--- config.mk ---
export PLATFORM = sky130hd
export DESIGN_NAME = divider_seq_flat
export DESIGN_NICKNAME = d
export VERILOG_FILES = /design/src/rtl/div_pkg.sv /design/src/rtl/divider_seq_if.sv /design/src/rtl/divider_seq.sv /design/src/flat_wrapper.sv
export SDC_FILE = /design/constraint.sdc
export NUM_CORES = 1
export LEC_CHECK = 0
export CORE_MARGIN = 1.5
export CORE_UTILIZATION = 53
export CTS_CLUSTER_SIZE = 8
export DETAILED_ROUTE_END_ITERATION = 12
export PLACE_DENSITY = 0.82
export REMOVE_ABC_BUFFERS = 1
export SETUP_SLACK_MARGIN = 0.5
export SLEW_MARGIN = 20
export SYNTH_ARGS = -nofsm -noshare
export SYNTH_HDL_FRONTEND = slang
export SYNTH_SLANG_ARGS = --single-unit
export TNS_END_PERCENT = 20
--- constraint.sdc ---
create_clock -name clk -period 5 [get_ports clk]
set_clock_uncertainty 0.15 [all_clocks]
set_input_delay 1 -clock clk [delete_from_list [all_inputs] [get_ports clk]]
set_output_delay 1 -clock clk [all_outputs]
set_load 0.005 [all_outputs]
--- src/rtl/div_pkg.sv ---
// Shared types and constants for the sequential 32-bit divider.
package div_pkg;

  localparam int unsigned DIV_W     = 32;
  localparam int unsigned DIV_ITERS = 32;

  typedef enum logic [1:0] {IDLE, CALC, DONE} div_state_t;

  // Magnitude on 33 bits so that |0x80000000| stays exact.
  function automatic logic [DIV_W:0] abs33(input logic sgn, input logic [DIV_W-1:0] v);
    logic [DIV_W:0] x;
    x = {sgn & v[DIV_W-1], v};
    return x[DIV_W] ? -x : x;
  endfunction

endpackage

--- src/rtl/divider_seq_if.sv ---
// Request/response bundle between the EX stage and the sequential divider.
interface divider_seq_if;
  import div_pkg::*;

  logic             in_valid;
  logic             sign;
  logic [DIV_W-1:0] srca;
  logic [DIV_W-1:0] srcb;
  logic             out_valid;
  logic [DIV_W-1:0] hi;
  logic [DIV_W-1:0] lo;

  modport master (
    output in_valid, sign, srca, srcb,
    input  out_valid, hi, lo
  );

  modport slave (
    input  in_valid, sign, srca, srcb,
    output out_valid, hi, lo
  );

endinterface

--- src/rtl/divider_seq.sv ---
// Radix-2 restoring divider, one quotient bit per cycle; lo = quotient, hi = remainder.
// Operands are held with in_valid until out_valid; any change restarts the operation.
module divider_seq
  import div_pkg::*;
(
  input  logic         clk,
  input  logic         rst_n,
  divider_seq_if.slave bus
);

  div_state_t       state_q, state_d;
  logic [4:0]       cnt_q, cnt_d;
  logic             sign_q, sign_d;
  logic [DIV_W-1:0] srca_q, srca_d;
  logic [DIV_W-1:0] srcb_q, srcb_d;
  logic [DIV_W-1:0] dvd_q, dvd_d;
  logic [DIV_W:0]   dsr_q, dsr_d;
  logic [DIV_W-1:0] rem_q, rem_d;
  logic             neg_q_q, neg_q_d;
  logic             neg_r_q, neg_r_d;
  logic             out_valid_q, out_valid_d;
  logic [DIV_W-1:0] hi_q, hi_d;
  logic [DIV_W-1:0] lo_q, lo_d;

  logic             match, load, ge;
  logic [DIV_W:0]   rem_sh, rem_nx, a_abs, b_abs;
  logic [DIV_W-1:0] quo_nx;
  logic             unused_bits;

  assign unused_bits = ^{a_abs[DIV_W], rem_nx[DIV_W]};

  always_comb begin
    match  = ({bus.sign, bus.srca, bus.srcb} == {sign_q, srca_q, srcb_q});
    a_abs  = abs33(bus.sign, bus.srca);
    b_abs  = abs32_ext();
    rem_sh = {rem_q, dvd_q[DIV_W-1]};
    ge     = (rem_sh >= dsr_q);
    rem_nx = ge ? (rem_sh - dsr_q) : rem_sh;
    // Quotient bits shift into the dividend register as its bits shift out.
    quo_nx = {dvd_q[DIV_W-2:0], ge};

    state_d     = state_q;
    cnt_d       = cnt_q;
    sign_d      = sign_q;
    srca_d      = srca_q;
    srcb_d      = srcb_q;
    dvd_d       = dvd_q;
    dsr_d       = dsr_q;
    rem_d       = rem_q;
    neg_q_d     = neg_q_q;
    neg_r_d     = neg_r_q;
    out_valid_d = out_valid_q;
    hi_d        = hi_q;
    lo_d        = lo_q;
    load        = 1'b0;

    unique case (state_q)
      IDLE: begin
        if (bus.in_valid) load = 1'b1;
      end
      CALC: begin
        if (!bus.in_valid) begin
          state_d     = IDLE;
          out_valid_d = 1'b0;
        end else if (!match) begin
          load = 1'b1;
        end else begin
          rem_d = rem_nx[DIV_W-1:0];
          dvd_d = quo_nx;
          cnt_d = cnt_q + 5'd1;
          if (cnt_q == 5'(DIV_ITERS - 1)) begin
            state_d     = DONE;
            out_valid_d = 1'b1;
            lo_d        = (srcb_q == '0) ? '1 : (neg_q_q ? -quo_nx : quo_nx);
            hi_d        = neg_r_q ? -rem_nx[DIV_W-1:0] : rem_nx[DIV_W-1:0];
          end
        end
      end
      DONE: begin
        if (!bus.in_valid) begin
          state_d     = IDLE;
          out_valid_d = 1'b0;
        end else if (!match) begin
          load = 1'b1;
        end
      end
      default: state_d = IDLE;
    endcase

    if (load) begin
      state_d     = CALC;
      cnt_d       = '0;
      sign_d      = bus.sign;
      srca_d      = bus.srca;
      srcb_d      = bus.srcb;
      dvd_d       = a_abs[DIV_W-1:0];
      dsr_d       = b_abs;
      rem_d       = '0;
      neg_q_d     = bus.sign & (bus.srca[DIV_W-1] ^ bus.srcb[DIV_W-1]);
      neg_r_d     = bus.sign & bus.srca[DIV_W-1];
      out_valid_d = 1'b0;
    end
  end

  function automatic logic [DIV_W:0] abs32_ext();
    return abs33(bus.sign, bus.srcb);
  endfunction

  always_ff @(posedge clk or negedge rst_n) begin
    if (!rst_n) begin
      state_q     <= IDLE;
      cnt_q       <= '0;
      sign_q      <= 1'b0;
      srca_q      <= '0;
      srcb_q      <= '0;
      dvd_q       <= '0;
      dsr_q       <= '0;
      rem_q       <= '0;
      neg_q_q     <= 1'b0;
      neg_r_q     <= 1'b0;
      out_valid_q <= 1'b0;
      hi_q        <= '0;
      lo_q        <= '0;
    end else begin
      state_q     <= state_d;
      cnt_q       <= cnt_d;
      sign_q      <= sign_d;
      srca_q      <= srca_d;
      srcb_q      <= srcb_d;
      dvd_q       <= dvd_d;
      dsr_q       <= dsr_d;
      rem_q       <= rem_d;
      neg_q_q     <= neg_q_d;
      neg_r_q     <= neg_r_d;
      out_valid_q <= out_valid_d;
      hi_q        <= hi_d;
      lo_q        <= lo_d;
    end
  end

  assign bus.out_valid = out_valid_q;
  assign bus.hi        = hi_q;
  assign bus.lo        = lo_q;

endmodule

--- src/flat_wrapper.sv ---
// flat-port wrapper written by rule: the top's interface ports become plain ports
module divider_seq_flat import div_pkg::*;
  (clk, rst_n, bus_in_valid, bus_sign, bus_srca, bus_srcb, bus_out_valid, bus_hi, bus_lo);
  divider_seq_if bus_i ();
  input  logic clk;
  input  logic rst_n;
  input wire logic [$bits(bus_i.in_valid)-1:0] bus_in_valid;
  input wire logic [$bits(bus_i.sign)-1:0] bus_sign;
  input wire logic [$bits(bus_i.srca)-1:0] bus_srca;
  input wire logic [$bits(bus_i.srcb)-1:0] bus_srcb;
  output wire logic [$bits(bus_i.out_valid)-1:0] bus_out_valid;
  output wire logic [$bits(bus_i.hi)-1:0] bus_hi;
  output wire logic [$bits(bus_i.lo)-1:0] bus_lo;
  assign bus_i.in_valid = bus_in_valid;
  assign bus_i.sign = bus_sign;
  assign bus_i.srca = bus_srca;
  assign bus_i.srcb = bus_srcb;
  assign bus_out_valid = bus_i.out_valid;
  assign bus_hi = bus_i.hi;
  assign bus_lo = bus_i.lo;
  divider_seq u_core (.clk(clk), .rst_n(rst_n), .bus(bus_i));
endmodule
Yosys cells after proc, flatten, opt, wreduce, memory -nomap -nowiden

Cells that the tools add are included.

Word-level logic and storage cells: 77
Bits in writable memories: 0
Bits in read-only memories: 0
Output and inout port bits: 65
Memories: 0
Register bits: 236
Input port bits: 68
Latch bits: 0

Bitwise gates (word level): 4
Equality and inequality tests: 8
Add/sub/neg operators: 6
Multiplexer cells: 34
Multiply operators: 0
Shifts and indexed selects: 0
$lt $le $gt $ge: 1
Reduce and logical (&&, ||, !) cells: 11
Divide/modulo/power cells: 0

Operators by type and width:

| operator              | count |
|---|---|
| $mux W32              | 13 |
| $neg A32 Y32          | 3 |
| $eq A65 B65 Y1        | 1 |
| $ge A33 B33 Y1        | 1 |
| $mux W33              | 1 |
| $neg A33 Y33          | 1 |
| $logic_not A32 Y1     | 1 |
| $sub A32 B32 Y32      | 1 |
| $mux W5               | 4 |
| $reduce_and A4 Y1     | 3 |
| $mux W2               | 5 |
| $mux W1               | 8 |
| $ne A4 B2 Y1 const B  | 2 |
| $pmux W2 S3           | 1 |
| $reduce_bool A2 Y1    | 3 |
| $add A5 B1 Y5 const B | 1 |
| $eq A5 B5 Y1 const B  | 1 |
| $pmux W1 S2           | 2 |
| $and A1 B1 Y1         | 3 |
| $ne A3 B2 Y1 const B  | 1 |
| $reduce_and A3 Y1     | 1 |
| $reduce_bool A3 Y1    | 1 |
| $eq A2 B1 Y1 const B  | 1 |
| $eq A2 B2 Y1 const B  | 1 |
| 4 further kinds       | 4 |

Logic depth before layout (Yosys ltp)

Gate-level depths: netlist of run 1.

Depth in word-level cells: 6
Depth in mapped cells: 23
Depth with buffers taken out: 19

Least setup slack after synthesis of run 1

No wires, ideal clock.

Path kind: register to register
Start point: register u_core.rem_q[3]
End point: register u_core.hi_q[26], in the netlist u_core.bus.hi[26]
Required time: 4.718 ns
Path buffers: 3
Arrival time: 4.375 ns
Slack: 0.343 ns
Stages on the path, launching flop included: 22
Period minus slack after synthesis: 4.657 ns
Cell sequence: dfrtp_1 > ha_1 > a21o_1 > a31oi_1 > a21o_1 > a211oi_1 > or3_1 > inv_2 > buf_2 > buf_2 > buf_2 > mux2i_1 > ha_1 > o211a_1 > a31oi_1 > nor3_1 > nand3_1 > nor3_1 > o21ai_1 > o41a_1 > xnor2_1 > o21ai_1

Word-level cells in the longest chain between the ends: 4
Elaborated cells between the ends (all ways): 5
Classes of those cells: add/sub (2); order compare (1); mux (2)

Ends and longest elaborated chain:

| what                                                      | line                                 | source |
|---|---|---|
| start, declared                                           | divider_seq.sv:18                    | `logic [DIV_W-1:0] rem_q, rem_d;` |
| start signal, assigned                                    | divider_seq.sv:132                   | `rem_q <= rem_d;` |
| $sub A32 B32 Y32 / $ge A33 B33 Y1 (equally long branches) | divider_seq.sv:38, divider_seq.sv:37 |  |
| $mux W32 *                                                | divider_seq.sv:38                    | `rem_nx = ge ? (rem_sh - dsr_q) : rem_sh;` |
| $neg A32 Y32                                              | divider_seq.sv:75                    | `hi_d = neg_r_q ? -rem_nx[DIV_W-1:0] : rem_nx[DIV_W-1:0];` |
| $mux W32 *                                                | divider_seq.sv:75                    |  |
| end signal, assigned                                      | divider_seq.sv:136                   | `hi_q <= hi_d;` |
| end, declared                                             | divider_seq.sv:22                    | `logic [DIV_W-1:0] hi_q, hi_d;` |

Every way passes the cells marked *; elsewhere a longest branch is shown, timed or not.
A chain may end at the register's enable or synchronous reset.

Worst setup path in the final report of run 1

Start point: register u_core.rem_q[23]
End point: register u_core.hi_q[26], in the netlist u_core.bus.hi[26]

Same word-level chain as after synthesis.

==> results.md, run 1 <==
- Status: completed
- Overall routed net length: about 45,000 µm
- Synth warn: 0
- Leakage power: about 0.0076 µW
- Layout Area Growth over Synthesis: 20.6%
- Data required time of the critical path: 5.22 ns
- Starting density of the core: 0.540
- Clock input transition at the sequential cells of the worst setup and hold paths: ~0.050 ns
- Proportion of power drawn by combinational gates: 0.396
- Highest attainable clock frequency: approximately 0.23 GHz
- Number of antenna violations at the first check in global routing: 1
- Number of flip-flops and latches in the synthesized netlist: between 200 and 250
- Seq/Total Area, Yosys: 0.390
- CTS Root Cell: sky130_fd_sc_hd__clkbuf_16
- Synthesized netlist cell count: 1,694
- RSZ-0062 raised after global routing: yes
- Min Clock Period, post-route: 4.39 ns
- Largest net degree at the start of global routing: roughly 120
- Switching part of the total power: 0.394
- Sequential share of power: 0.356
- Post-placement cell area: ~0.017 mm²
- Setup TNS Final: 0 ns
- Hold Crit Class: input pin to asynchronous set/reset pin
- Final count of pins violating max slew: 0
- # DRC: 0
- EDFF count, synth: 0
- Final Non-Filler Cells: 2,201
- Final clock period utilization by the worst path: 0.879
- Maximum level of the CTS H-tree: 2
- Cell types with the largest area share after synthesis: sky130_fd_sc_hd__dfrtp_1 (39%), sky130_fd_sc_hd__xor2_1 (6.7%), sky130_fd_sc_hd__xnor2_1 (5.1%)
- Post-synth cell types: 87
- Worst slack at placement: 0.00202 ns
- Vias in the first global route: 13.3k
- Data arrival time of the worst path: between 4 and 5 ns
- Post-DRT Antenna Nets: 0
- Cell-internal power: between 5000 and 6000 µW
- Async set or reset register ratio after synthesis: 1.00
- Final net count: roughly 1.9k
- Mean instance size in the synthesized netlist: between 8 and 9 µm²
- Remaining max-slew budget at the tightest pin: 0.265
- Maximum resistive drop on vdd: roughly 0.30 mV
- Number of rows in the core area: 61
- CTS tree: built
- Routed wirelength normalized by instance count: roughly 21 µm
- Total CTS buffers: 35
- Final setup violation count: 0
- Final Worst Setup Slack: just over 0.6 ns
- Routability-driven placement congestion ratio: ~0.95
- Critical path peak fanout: 11
- Most common flop cell mapped by yosys: sky130_fd_sc_hd__dfrtp_1
- Standard cell core area: between 0.02 and 0.03 mm²
- Iteration count of the initial detailed-routing pass: 6
- First-pass GRT wire length: roughly 72,000 µm
- Hold Buf Count CTS: 0
- Post-detail-place hpwl: 32,800 µm
- Total count of hold-check failures in the final report: 0
- Vias after detailed routing: between 10k and 15k
- Starting DRC count in detailed routing: ~1.3k
- Clock power frac: 0.248
- Crit start category: flop
- Die Ht: between 150 and 200 µm
- Share of the synthesized area in the top cell type: 0.390
- Net switching power figure: ~3300 µW
- Remaining global-route overflow: 0
- I/O Buffers: 132
- Number of placed instances, taps included: 2,153
- Die area: 0.0295 mm²
- Finished Cell Area: ~0.018 mm²
- Max Cap Violations: 0
- Insertion delay of the later-clocked pin in the worst-skew pair: 0.52 ns
- Die X-Extent: between 150 and 200 µm
- Class of the most critical setup path: flop to flop
- Share of final-layout standard cells stronger than drive strength 1: 0.132
- Sinks on the clock net: between 200 and 250
- CTS max path bufs: 3
- Endpoint class of the critical path: flop
- Slew at the pin closest to its max-slew limit: approximately 1.1 ns
- Pwr/cell area: about 470 mW/mm²
- Io pins: ~130
- Via density per instance: a little over 6
- Dominant cell type by area after synthesis: sky130_fd_sc_hd__dfrtp_1
- Global-route usage over all layers: 0.312
- Synthesized area: roughly 0.015 mm²
Yosys cell counts (all sizes together) (7+ instances only):
library cell and number:
mux2i 21, dfrtp 235, o31ai 20, a221o 20, or4 9, buf 34
a21o 8, and2 8, xor2 116, o21a 7, inv 56, a211oi 7
nor2 149, nand3 32, or3 16, xnor2 88, o21ai 137, a21oi 127
clkbuf 68, nand4 18, nand2b 9, o41ai 16, a22o 8, nor2b 7
nor3 38, o211ai 18, and3 12, nand2 183, o31a 7, a31oi 10
nor4 41, ha 43, mux2 60, or2 7
power by group through the flow:
stage | logic, µW | registers, µW | clock network, µW
floorplan | 2380 | 2860 | 0
global placement | 3070 | 2960 | 0
detailed placement | 3140 | 3000 | 0
CTS | 3230 | 2980 | 2120
global route | 3660 | 3070 | 2200
finish | 3350 | 3010 | 2100
critical path: stages (launching register included):
cell	delay (ns)
sky130_fd_sc_hd__dfrtp_1	0.46
sky130_fd_sc_hd__ha_4	0.32
sky130_fd_sc_hd__a21oi_1	0.25
sky130_fd_sc_hd__o21ai_2	0.14
sky130_fd_sc_hd__a31oi_1	0.16
sky130_fd_sc_hd__o32ai_1	0.09
sky130_fd_sc_hd__or3_4	0.42
sky130_fd_sc_hd__inv_6	0.11
sky130_fd_sc_hd__mux2i_4	0.27
sky130_fd_sc_hd__ha_2	0.25
sky130_fd_sc_hd__o211a_1	0.15
sky130_fd_sc_hd__a31oi_1	0.06
sky130_fd_sc_hd__nor3_2	0.21
sky130_fd_sc_hd__nand3_2	0.20
sky130_fd_sc_hd__nor3_2	0.22
sky130_fd_sc_hd__o21ai_2	0.15
sky130_fd_sc_hd__o41a_1	0.41
sky130_fd_sc_hd__xnor2_1	0.15
sky130_fd_sc_hd__o21ai_1	0.07
metrics by stage:
stage | total power (µW) | utilization | hold slack, ns
2_1_floorplan | 5250 | - | 0.300
3_3_place_gp | 6030 | 0.605 | 0.309
3_5_place_dp | 6140 | 0.605 | 0.316
4_1_cts | 8330 | 0.644 | 0.326
5_1_grt | 8940 | 0.651 | 0.350
6_report | 8470 | 0.651 | 0.313
layer usage:
layer / global-route usage / routed length, µm
met1: 0.413 / 18900
met2: 0.509 / 21300
met3: 0.0509 / 3160
met4: 0.129 / 1730
met5: 0 / 0
what timing repair did:
action	4_1_cts	5_1_grt
endpoints found under the setup margin	17	21
pin swaps	3	3
gates cloned	1	0
setup buffers	1	2
endpoints found under the hold margin	0	0
resized for setup	36	37
logic make-up after synthesis:
family          synth area share
compound gates             0.184
xor+xnor                   0.119
fa+ha+maj                 0.0370
buf+inv                   0.0429
flops                      0.390
mux                       0.0587
simple gates               0.169
path summary, 6_finish.rpt:
check | start | end | slack (ns) | cells past startpoint
worst max register to register | u_core.rem_q[23] | u_core.bus.hi[26] | 0.61 | 18
worst max-delay path | u_core.rem_q[23] | u_core.bus.hi[26] | 0.61 | 18
min in group clk | u_core.bus.hi[29] | u_core.bus.hi[29] | 0.32 | 2
worst min register to register | u_core.bus.hi[29] | u_core.bus.hi[29] | 0.32 | 2
worst min-delay path | rst_n | u_core.bus.hi[1] | 0.31 | 1
max in group asynchronous | rst_n | u_core.bus.lo[6] | 3.23 | 2
area by class of cell:
type                    instances  area (µm²)
clock inverters                 2        28.8
inverters                      57         219
diodes                          2        5.00
multi-input cells            1300        8880
clock buffers                  40         895
repair buffers                187        1810
well taps                     378         473
flip-flops and latches        235        5880
fillers                      2246        9740
registers in the layout, summed over array words and instances (netlist names):
| register | count |
|---|---|
| u_core.bus.out_valid | 1 |
| u_core.neg_r_q | 1 |
| u_core.bus.lo | 32 |
| u_core.sign_q | 1 |
| u_core.dvd_q | 32 |
| u_core.srca_q | 32 |
| u_core.state_q | 2 |
| u_core.srcb_q | 31 |
| u_core.bus.hi | 32 |
| u_core.dsr_q | 33 |
| u_core.cnt_q | 5 |
| u_core.neg_q_q | 1 |
| u_core.rem_q | 32 |
placed cells by master (no fill, tap or decap), types with 8 or more instances in the layout:
master                            Yosys  final
sky130_fd_sc_hd__o31ai_1             18     17
sky130_fd_sc_hd__nor3_1              37     33
sky130_fd_sc_hd__o21ai_1             14     14
sky130_fd_sc_hd__a221o_1             20     20
sky130_fd_sc_hd__inv_1               55     54
sky130_fd_sc_hd__clkbuf_16            0     35
sky130_fd_sc_hd__nand4_1             17     17
sky130_fd_sc_hd__xor2_1             115    115
sky130_fd_sc_hd__o21ai_0            118    115
sky130_fd_sc_hd__nand3_1             32     31
sky130_fd_sc_hd__ha_1                43     22
sky130_fd_sc_hd__ha_2                 0     14
sky130_fd_sc_hd__a21oi_1            127    121
sky130_fd_sc_hd__buf_4                0     50
sky130_fd_sc_hd__a21o_1               8      8
sky130_fd_sc_hd__clkdlybuf4s50_1      0    131
sky130_fd_sc_hd__and3_1              12     12
sky130_fd_sc_hd__o211ai_1            18     18
sky130_fd_sc_hd__o41ai_1             14     13
sky130_fd_sc_hd__nand2_1            183    181
sky130_fd_sc_hd__or4_1                8      8
sky130_fd_sc_hd__mux2i_1             21     20
sky130_fd_sc_hd__xnor2_1             88     88
sky130_fd_sc_hd__dfrtp_1            235    234
sky130_fd_sc_hd__nor2_1             148    145
sky130_fd_sc_hd__or3_1               15     13
sky130_fd_sc_hd__nor4_1              41     39
sky130_fd_sc_hd__a31oi_1              9      8
sky130_fd_sc_hd__mux2_2              60     60
Power figures use the tool's default switching activity.
==> run 2, diff against run 1 <==
--- a/config.mk
+++ b/config.mk
@@ -5,10 +5,13 @@
 export SDC_FILE = /design/constraint.sdc
 export NUM_CORES = 1
 export LEC_CHECK = 0
+export CAP_MARGIN = 30
 export CORE_MARGIN = 1.5
 export CORE_UTILIZATION = 53
+export CTS_BUF_LIST = sky130_fd_sc_hd__clkbuf_16
 export CTS_CLUSTER_SIZE = 8
 export DETAILED_ROUTE_END_ITERATION = 12
+export GPL_ROUTABILITY_DRIVEN = 0
 export PLACE_DENSITY = 0.82
 export REMOVE_ABC_BUFFERS = 1
 export SETUP_SLACK_MARGIN = 0.5
==> run 2 against run 1 <==
Clock power is essentially flat. Worst hold slack gained 0.0097 ns. Cell count shrank 0.27%. Clock-buffer cell count shrank 4. Wire length is 3.4% lower. Critical path depth did not move. Sequential cell count unchanged. First-iteration DRC count increased by 4.5%. Fmax decreased by 0.96%.
==> results.md, run 2 (synthesis results as in run 1) <==
- Status: completed
- Post-detail-place hpwl: 31,300 µm (-4.6%)
- Starting density of the core: 0.540 (unchanged)
- I/O Buffers: 132 (unchanged)
- Endpoint class of the critical path: flop
- Data required time of the critical path: 5.22 ns (about the same)
- Final Worst Setup Slack: 0.563 ns (-0.0426 ns)
- Data arrival time of the worst path: 4.65 ns (+0.03 ns)
- Final clock period utilization by the worst path: 0.887 (+0.00851)
- CTS Root Cell: sky130_fd_sc_hd__clkbuf_16
- # DRC: 0 (unchanged)
- Iteration count of the initial detailed-routing pass: 6 (unchanged)
- Standard cell core area: 0.0279 mm² (unchanged)
- Post-DRT Antenna Nets: 0 (unchanged)
- Vias in the first global route: 13.1k (-1.6%)
- Met2 routing resource usage after global routing: 0.499 (-0.0102)
- Layout Area Growth over Synthesis: 20.1%
- Clock input transition at the sequential cells of the worst setup and hold paths: 0.06 ns (about the same)
- Die X-Extent: 172 µm (unchanged)
- Flip-flop count of the largest register after layout: 33 (unchanged)
- Overall routed net length: 43,600 µm (-3.4%)
- Remaining global-route overflow: 0 (unchanged)
- Hold Crit Class: flop to flop
- Routed wirelength normalized by instance count: 19.9 µm (-3.2%)
- Total CTS buffers: 35 (unchanged)
- Remaining max-slew budget at the tightest pin: 0.336 (+0.0714)
- Number of rows in the core area: 61 (unchanged)
- Via density per instance: 6.20 (-0.10%)
- Largest net degree at the start of global routing: 125 (+5.9%)
- Share of final-layout standard cells stronger than drive strength 1: 0.126 (-0.00618)
- Met3 global-route usage: 0.0490 (-0.00184)
- Met1 Track Usage GR: 0.384 (-0.0295)
- Worst slack at placement: 0.246 ns (+0.244 ns)
- Global-route usage over all layers: 0.299 (-0.0136)
- Final Non-Filler Cells: 2,195 (-0.27%)
- Final setup violation count: 0 (unchanged)
- Highest attainable clock frequency: 0.225 GHz (-0.96%)
- Largest register by flop count: u_core.dsr_q
- Leakage power: 0.00752 µW (-0.55%)
- Hold Buf Count CTS: 0 (unchanged)
- Number of placed instances, taps included: 2,145 (-0.37%)
- Final count of pins violating max slew: 0 (unchanged)
- CTS max path bufs: 3 (unchanged)
- Sinks on the clock net: 235 (unchanged)
- Total power: 8460 µW (about the same)
- Critical path peak fanout: 10 (-1)
- Number of cells on the worst hold path: 2
- CTS tree: built
- Pwr/cell area: 467 mW/mm² (+0.32%)
- Slew at the pin closest to its max-slew limit: 0.996 ns (-0.107 ns)
- Number of antenna violations at the first check in global routing: 3 (+2)
- Die Ht: 172 µm (unchanged)
- Starting DRC count in detailed routing: 1,366 (+4.5%)
- Vias after detailed routing: 13.6k (-0.37%)
- Most common cell after layout, fill and taps aside: sky130_fd_sc_hd__dfrtp_1
- Crit start category: flop
- Die area: 0.0295 mm² (unchanged)
- Class of the most critical setup path: flop to flop
- Insertion delay of the later-clocked pin in the worst-skew pair: 0.52 ns (about the same)
- Worst-case hold path end point: u_core.bus.hi[13]
- Total count of hold-check failures in the final report: 0 (unchanged)
- Io pins: 133 (unchanged)
- Register-to-Register Path Depth: 18 (unchanged)
- Reg-to-reg slack, setup: 0.56 ns (-0.04 ns)
- Min Clock Period, post-route: 4.44 ns (+0.0426 ns)
- First-pass GRT wire length: 69,600 µm (-3.5%)
- Setup TNS Final: 0 ns (unchanged)
- Endpoint of the worst-slack reg-to-reg timing path: u_core.bus.hi[26]
- Final net count: 1,922 (-0.31%)
- RR Startpoint: u_core.rem_q[6]
- Maximum level of the CTS H-tree: 2 (unchanged)
- Origin of the worst min-delay path: u_core.bus.hi[13]
- Maximum resistive drop on vdd: 0.273 mV (-9.2%)
- Max Cap Violations: 0 (unchanged)
- Most utilized layer in the global route result: met2
- Commonest cells after routing, fill and taps aside: sky130_fd_sc_hd__dfrtp_1 (234), sky130_fd_sc_hd__nand2_1 (180), sky130_fd_sc_hd__nor2_1 (147)
- RSZ-0062 raised after global routing: yes
run 2: power by group:
part           switching (µW)  internal, µW  total, µW
clock                     832          1270       2100
combinational            1930          1440       3370
sequential                540          2450       2990
total                    3300          5160       8460
run 2: layout make-up:
cell class,count,area [µm²]
flip-flops and latches,235,5880
diodes,2,5.00
fillers,2180,9810
multi-input cells,1300,8860
clock inverters,6,40.0
inverters,57,216
clock buffers,36,901
well taps,378,473
repair buffers,181,1750
run 2: metrics by stage:
step                hold slack [ns]   util  instance area, µm²
floorplan                     0.300      -               14700
global placement              0.311  0.603               16800
detailed placement            0.317  0.603               16800
CTS                           0.330  0.639               17900
global route                  0.356  0.649               18100
finish                        0.323  0.649               18100
run 2: metal layers:
| metal | vias to the layer above | share of wire | routed length (µm) |
|---|---|---|---|
| met4 | 0 | 0.039 | 1710 |
| li1 | 6255 | - | - |
| met5 | - | 0 | 0 |
| met1 | 6533 | 0.40 | 17300 |
| met3 | 143 | 0.081 | 3540 |
| met2 | 676 | 0.48 | 21000 |
run 2: timing repair:
action                     4_1_cts  5_1_grt
resized for setup               15       47
pin swaps                        3       11
setup endpoints to repair       11       19
setup buffers                    0        5
run 2: how the worst max path moves through the flow:
stage / startpoint / to / slack, ns
after floorplan: bus_srcb[22] / u_core.dvd_q[0] / -6.94
after global placement: u_core.rem_q[11] / u_core.bus.hi[26] / 0.37
after detailed placement: u_core.rem_q[11] / u_core.bus.hi[26] / 0.25
after CTS: u_core.rem_q[3] / u_core.bus.hi[26] / 0.45
after global routing: u_core.dsr_q[22] / u_core.bus.hi[26] / 0.37
final: u_core.rem_q[6] / u_core.bus.hi[26] / 0.56
run 2: worst max-delay path, cell delays in order (launching register included):
cell                       delay, ns
sky130_fd_sc_hd__dfrtp_1        0.42
sky130_fd_sc_hd__ha_2           0.37
sky130_fd_sc_hd__o21a_1         0.21
sky130_fd_sc_hd__nor2_1         0.25
sky130_fd_sc_hd__or2_2          0.18
sky130_fd_sc_hd__a211oi_1       0.05
sky130_fd_sc_hd__or3_4          0.38
sky130_fd_sc_hd__inv_4          0.10
sky130_fd_sc_hd__mux2i_4        0.26
sky130_fd_sc_hd__ha_4           0.18
sky130_fd_sc_hd__o211a_1        0.14
sky130_fd_sc_hd__a31oi_1        0.05
sky130_fd_sc_hd__nor3_2         0.27
sky130_fd_sc_hd__nand3_2        0.20
sky130_fd_sc_hd__nor3_2         0.26
sky130_fd_sc_hd__o21ai_2        0.11
sky130_fd_sc_hd__o41a_1         0.45
sky130_fd_sc_hd__xnor2_1        0.17
sky130_fd_sc_hd__o21ai_1        0.07
